$ cat src/rtl/div_share_arbiter.sv
// Shares one iterative divider between the scalar execute stage and the vector unit (optional DIV_ZERO_BYPASS_EN).
// Latency: accept T -> div_start T+1; div_done D -> resp_valid D+1 (bypass: zero divisor answered at T+1).
// Backpressure: one op in flight; both req_ready low outside IDLE, result held until the owner's resp_ready.
module div_share_arbiter #(
  parameter int DATA_WIDTH = 32
) (
  input  logic                  clk,
  input  logic                  reset_n,
  input  logic                  s_req_valid,
  output logic                  s_req_ready,
  input  logic [1:0]            s_op,
  input  logic [DATA_WIDTH-1:0] s_op_a,
  input  logic [DATA_WIDTH-1:0] s_op_b,
  input  logic                  s_kill,
  output logic                  s_resp_valid,
  output logic [DATA_WIDTH-1:0] s_resp_data,
  input  logic                  s_resp_ready,
  input  logic                  v_req_valid,
  output logic                  v_req_ready,
  input  logic [1:0]            v_op,
  input  logic [DATA_WIDTH-1:0] v_op_a,
  input  logic [DATA_WIDTH-1:0] v_op_b,
  output logic                  v_resp_valid,
  output logic [DATA_WIDTH-1:0] v_resp_data,
  input  logic                  v_resp_ready,
  output logic                  div_start,
  output logic [1:0]            div_op,
  output logic [DATA_WIDTH-1:0] div_a,
  output logic [DATA_WIDTH-1:0] div_b,
  input  logic                  div_done,
  input  logic [DATA_WIDTH-1:0] div_result,
  output logic                  busy
);

  typedef enum logic [1:0] {IDLE, START, BUSY, RESP} state_t;
  typedef enum logic {OWN_S = 1'b0, OWN_V = 1'b1} who_t;

  typedef struct packed {
    logic [1:0]            op;
    logic [DATA_WIDTH-1:0] a;
    logic [DATA_WIDTH-1:0] b;
  } req_t;

  state_t                state;
  who_t                  owner;
  who_t                  last_grant;
  req_t                  req_q;
  logic                  killed;
  logic [DATA_WIDTH-1:0] result;

  logic                  s_win;
  logic                  s_take;
  logic                  v_take;
  logic                  kill_hit;
  logic                  owner_ready;
  req_t                  new_req;

  // Scalar wins unless the vector side is waiting and was not the last one served.
  always_comb begin
    s_win       = !s_kill && (!v_req_valid || last_grant == OWN_V);
    s_req_ready = (state == IDLE) && s_win;
    v_req_ready = (state == IDLE) && (!s_win || !s_req_valid);
    s_take      = s_req_valid && s_req_ready;
    v_take      = v_req_valid && v_req_ready;
    new_req.op  = s_take ? s_op   : v_op;
    new_req.a   = s_take ? s_op_a : v_op_a;
    new_req.b   = s_take ? s_op_b : v_op_b;
    kill_hit    = s_kill && (owner == OWN_S);
    owner_ready = (owner == OWN_S) ? s_resp_ready : v_resp_ready;
  end

`ifdef DIV_ZERO_BYPASS_EN
  logic                  zero_div;
  logic [DATA_WIDTH-1:0] zero_result;

  always_comb begin
    zero_div    = (new_req.b == '0);
    zero_result = new_req.op[1] ? new_req.a : '1;
  end
`endif

  always_ff @(posedge clk or negedge reset_n) begin
    if (!reset_n) begin
      state        <= IDLE;
      owner        <= OWN_S;
      last_grant   <= OWN_V;
      killed       <= 1'b0;
      req_q        <= '0;
      result       <= '0;
      div_start    <= 1'b0;
      s_resp_valid <= 1'b0;
      v_resp_valid <= 1'b0;
      busy         <= 1'b0;
    end else begin
      div_start <= 1'b0;
      case (state)
        IDLE: begin
          if (s_take || v_take) begin
            req_q      <= new_req;
            owner      <= s_take ? OWN_S : OWN_V;
            last_grant <= s_take ? OWN_S : OWN_V;
            killed     <= 1'b0;
            busy       <= 1'b1;
`ifdef DIV_ZERO_BYPASS_EN
            if (zero_div) begin
              result       <= zero_result;
              s_resp_valid <= s_take;
              v_resp_valid <= v_take;
              state        <= RESP;
            end else begin
              div_start <= 1'b1;
              state     <= START;
            end
`else
            div_start <= 1'b1;
            state     <= START;
`endif
          end
        end
        START: begin
          if (kill_hit) killed <= 1'b1;
          state <= BUSY;
        end
        BUSY: begin
          if (kill_hit) killed <= 1'b1;
          // A killed op still has to drain the divider before it can be reused.
          if (div_done) begin
            if (killed || kill_hit) begin
              busy  <= 1'b0;
              state <= IDLE;
            end else begin
              result       <= div_result;
              s_resp_valid <= (owner == OWN_S);
              v_resp_valid <= (owner == OWN_V);
              state        <= RESP;
            end
          end
        end
        RESP: begin
          if (kill_hit || owner_ready) begin
            s_resp_valid <= 1'b0;
            v_resp_valid <= 1'b0;
            busy         <= 1'b0;
            state        <= IDLE;
          end
        end
        default: begin
          state <= IDLE;
        end
      endcase
    end
  end

  assign div_op      = req_q.op;
  assign div_a       = req_q.a;
  assign div_b       = req_q.b;
  assign s_resp_data = result;
  assign v_resp_data = result;

endmodule

$ cat config.mk
export PLATFORM = sky130hd
export DESIGN_NAME = div_share_arbiter
export DESIGN_NICKNAME = d
export VERILOG_FILES = /design/src/rtl/div_share_arbiter.sv
export SDC_FILE = /design/constraint.sdc
export NUM_CORES = 1
export LEC_CHECK = 0
export ABC_AREA = 1
export CAP_MARGIN = 20
export CORE_ASPECT_RATIO = 1.1
export CORE_UTILIZATION = 36
export CTS_BUF_LIST = sky130_fd_sc_hd__clkbuf_2
export DETAILED_ROUTE_END_ITERATION = 7
export GPL_TIMING_DRIVEN = 0
export MAX_ROUTING_LAYER = met4
export PLACE_DENSITY_LB_ADDON = 0.1
export SETUP_SLACK_MARGIN = 0.4
export SYNTH_ARGS = -nofsm -noshare
export SYNTH_HDL_FRONTEND = slang
export SYNTH_SLANG_ARGS = --single-unit
$ cat constraint.sdc
create_clock -name clk -period 1.39 [get_ports clk]
set_input_delay 0.2085 -clock clk [delete_from_list [all_inputs] [get_ports clk]]
set_output_delay 0.2085 -clock clk [all_outputs]
set_load 0.05 [all_outputs]
==> results.txt <==
The flow ran to the end, but the final reports show violations. The checks that failed: negative setup slack. The wire-length estimate of the detail-placed layout is between 10,000 and 15,000 µm. The top-area cell type share of the netlist area came out at between 40% and 50%. Yosys attributes the largest share of cell area to dfrtp_1, nand2_1, o21ai_0.

The root buffer cell chosen for the clock tree is clkbuf_2. Counting every instance in the synthesized netlist gives 680. The post-synthesis average cell area is between 7 and 8 µm². The area growth from synthesis to layout is 97.6%. In this run the power density over the cells is between 2000 and 3000 mW/mm². The actual transition at the worst max-transition pin came out at between 600 and 700 ps. The detailed-route DRC error count is 0. The post-detailed-route wirelength per cell is around 15 µm. The CTS tree is done. Across all hold checks on the routed design, the worst slack comes to around 74 ps.

The number of I/O port buffers is between 300 and 400. The maximum number of pins on one net before global-route repair came out at 61. The number of placement rows is 46. The dominant cell type by area after synthesis is dfrtp_1. The analysis attributes to cell leakage a power of around 5.3 nW. The most frequent cell after synthesis is nand2_1. The number of detailed-routing iterations run before antenna repair is 4. The flop and latch count out of synthesis came out at around 110. Across the whole layout, storage elements account for about 0.0027 mm². Global routing used between 20% and 30% of the available tracks. The largest fanout on the critical path is 3. The number of flops mapped to enable cells by yosys is 0. The largest voltage drop on the vdd net came out at around 1.5 mV.

For this run, asynchronously set or reset flops after synthesis account for 100%. Summing the sequential cell areas from Yosys gives between 50 and 60% of the chip area. The number of library cell types mapped by synthesis is 23. The data arrival time of the critical path came out at around 1700 ps.

The number of clock sinks is 107. The maximum clock rate came out at a little over 0.5 GHz. The fill cell total of the finished layout came out at ~1,100. The total congestion overflow after global routing is 0.

The vias per cell is 4.58. The via count of the routed design is ~5,700. The number of buffers added by the clock tree synthesis step came out at 9. The cell area after synthesis came out at 0.00531 mm².

Setup repair after global routing could not meet its margin everywhere. The number of max-capacitance violations reported is 0. Counting along the longest clock path gives a buffer depth of 2. The count of pins over their slew limit came out at 0.

The worst setup path is captured at a primary output. The final critical delay including setup and external delays came out at slightly below 2000 ps. The routed design has between 15,000 and 20,000 µm of wire.

The die span in x is approximately 120 µm. The die outline area is 0.0152 mm². Clock-pin slew was measured on the worst setup and hold paths at about 310 ps.

The final standard cell utilization of the core came out at ~73%. The post-route antenna net violation count came out at 0. During synthesis, Yosys emitted a total of 0 warnings. The number of top-level pins came out at around 300. The height of the chip is ~130 µm. The global-route wire length before repair came out at between 20,000 and 30,000 µm. The worst pin sits at a relative slew slack of a little under three fifths. The via count of the first global-routing pass came out at 5,369. After synthesis, the most frequently instantiated cells are nand2_1, o21ai_0, dfrtp_1, inv_1, nand3_1. In the synthesized netlist the dominant register cell turns out to be dfrtp_1. The worst path required time is 1180 ps. In this run the worst hold path is classified as in -> reg.

The number of violations reported at the end of detailed-routing iteration 0 came out at around 260. The number of nets handed over by synthesis was 857. The proportion of layout cells with a drive suffix above 1 is between 30% and 40%. The clock latency at the later pin of the worst-skew pair is just over 600 ps. The clock tree synthesis step divided the H-tree into 3 levels. The final hold violation count was 0. The minimum setup slack in the final design is -559 ps.

The clock skew came out at 35.0 ps. The last weighted congestion value of the routability-driven placer came out at ~0.8. The core area came out at 0.0144 mm². In the final layout, the multi-input gates occupy between 0.002 and 0.0025 mm². The net count of the finished layout is 1,233.

STA classifies the critical path startpoint as a flop. The number of antenna violations at the first check in global routing is 1. The effective utilization at floorplan is a little under two fifths. After layout, the worst path uses 140% of the clock period. The number of setup violations in the final report is 242. The path type of the worst setup path is reg -> out.
## layout by cell type (no fill, tap or decap), types with 4 or more instances in the layout
master	count
clkdlybuf4s50_1	169
inv_1	76
nand2_1	220
o21ai_0	34
buf_6	150
o21ai_2	74
clkbuf_1	7
clkbuf_16	5
dfrtp_2	33
o21ai_1	22
nor2_1	7
clkbuf_2	16
inv_2	5
nor2_4	4
buf_8	50
dfrtp_1	73
buf_4	35
nand3_1	38
## flip-flops by register name (all words and copies together), names as in the netlist
register	cells
v_resp_valid	1
killed	1
owner	1
busy	1
div_a	32
last_grant	1
div_op	2
state	2
div_b	32
s_resp_valid	1
div_start	1
s_resp_data	32
## metrics by stage
step	setup slack, ps	setup TNS [ps]	cell area (µm²)	power, mW	cells
5_1_grt	-693	-70670	10500	28.6	1254
4_1_cts	-587	-46900	9710	25.2	1230
2_1_floorplan	-4.52	-119	5450	16.1	680
3_3_place_gp	-4620	-503750	8750	21.4	1178
3_5_place_dp	-791	-46020	8780	21.5	1179
6_report	-559	-49080	10500	27.2	1254
## where the power goes
group	internal (mW)	switching [mW]	leakage, nW	total, mW
combinational	8.15	11.3	3.93	19.4
clock	0.603	1.07	0.0782	1.67
sequential	4.73	1.37	1.26	6.10
## per-layer routing
layer	share of wire (%)	GRT usage, %	wire length, µm	up-vias
met4	2.5	9.88	471	0
met1	38	28.3	7200	2647
met5	0	-	0	-
met3	6.6	5.94	1240	27
met2	53	40.8	9910	216
li1	-	-	-	2849
## critical path, cell delays in order, from the launching register on
cell and delay (ps):
dfstp_2 600, inv_2 40, a21oi_4 120, nand2_1 70, nand2_1 90, inv_1 60, buf_6 150
## layout make-up
class / instances / area share, %
Inverter: 84 / 3.12
Buffer: 68 / 7.43
Tap cell: 192 / 2.29
Antenna cell: 1 / 0.0238
Sequential cell: 107 / 25.9
Timing Repair Buffer: 365 / 38.1
Multi-Input combinational cell: 421 / 21.9
Clock inverter: 5 / 0.763
Clock buffer: 11 / 0.524
## logic make-up after synthesis
kind of cell,count (synthesis),share of synthesized area [%]
buffers and inverters,152,14.1
adder cells (fa/ha/maj),5,1.18
flip-flops,107,50.4
AO/OA/AOI/OAI,135,13.0
AND/OR/NAND/NOR,281,21.3
## worst paths after layout
check                           slack, ps              end      startpoint  cells after the start
worst min register to register        540        div_b[16]       div_b[16]                      2
min in group asynchronous             130             busy         reset_n                      2
worst min-delay path                   70  s_resp_data[13]  div_result[13]                      3
worst max register to register       -470        div_a[23]      last_grant                     11
max in group asynchronous             540        div_op[1]         reset_n                      3
worst max-delay path                 -560      v_req_ready      last_grant                      6
## what timing repair did
action                                  in CTS  in global routing
hold buffers                                 2                  0
setup buffers                               28                 23
gates cloned                                 5                  0
resized for setup                         1083                192
endpoints found under the setup margin     243                243
endpoints found under the hold margin       49                  0
pin swaps                                    7                  3
(Power assumes the default switching activity.)
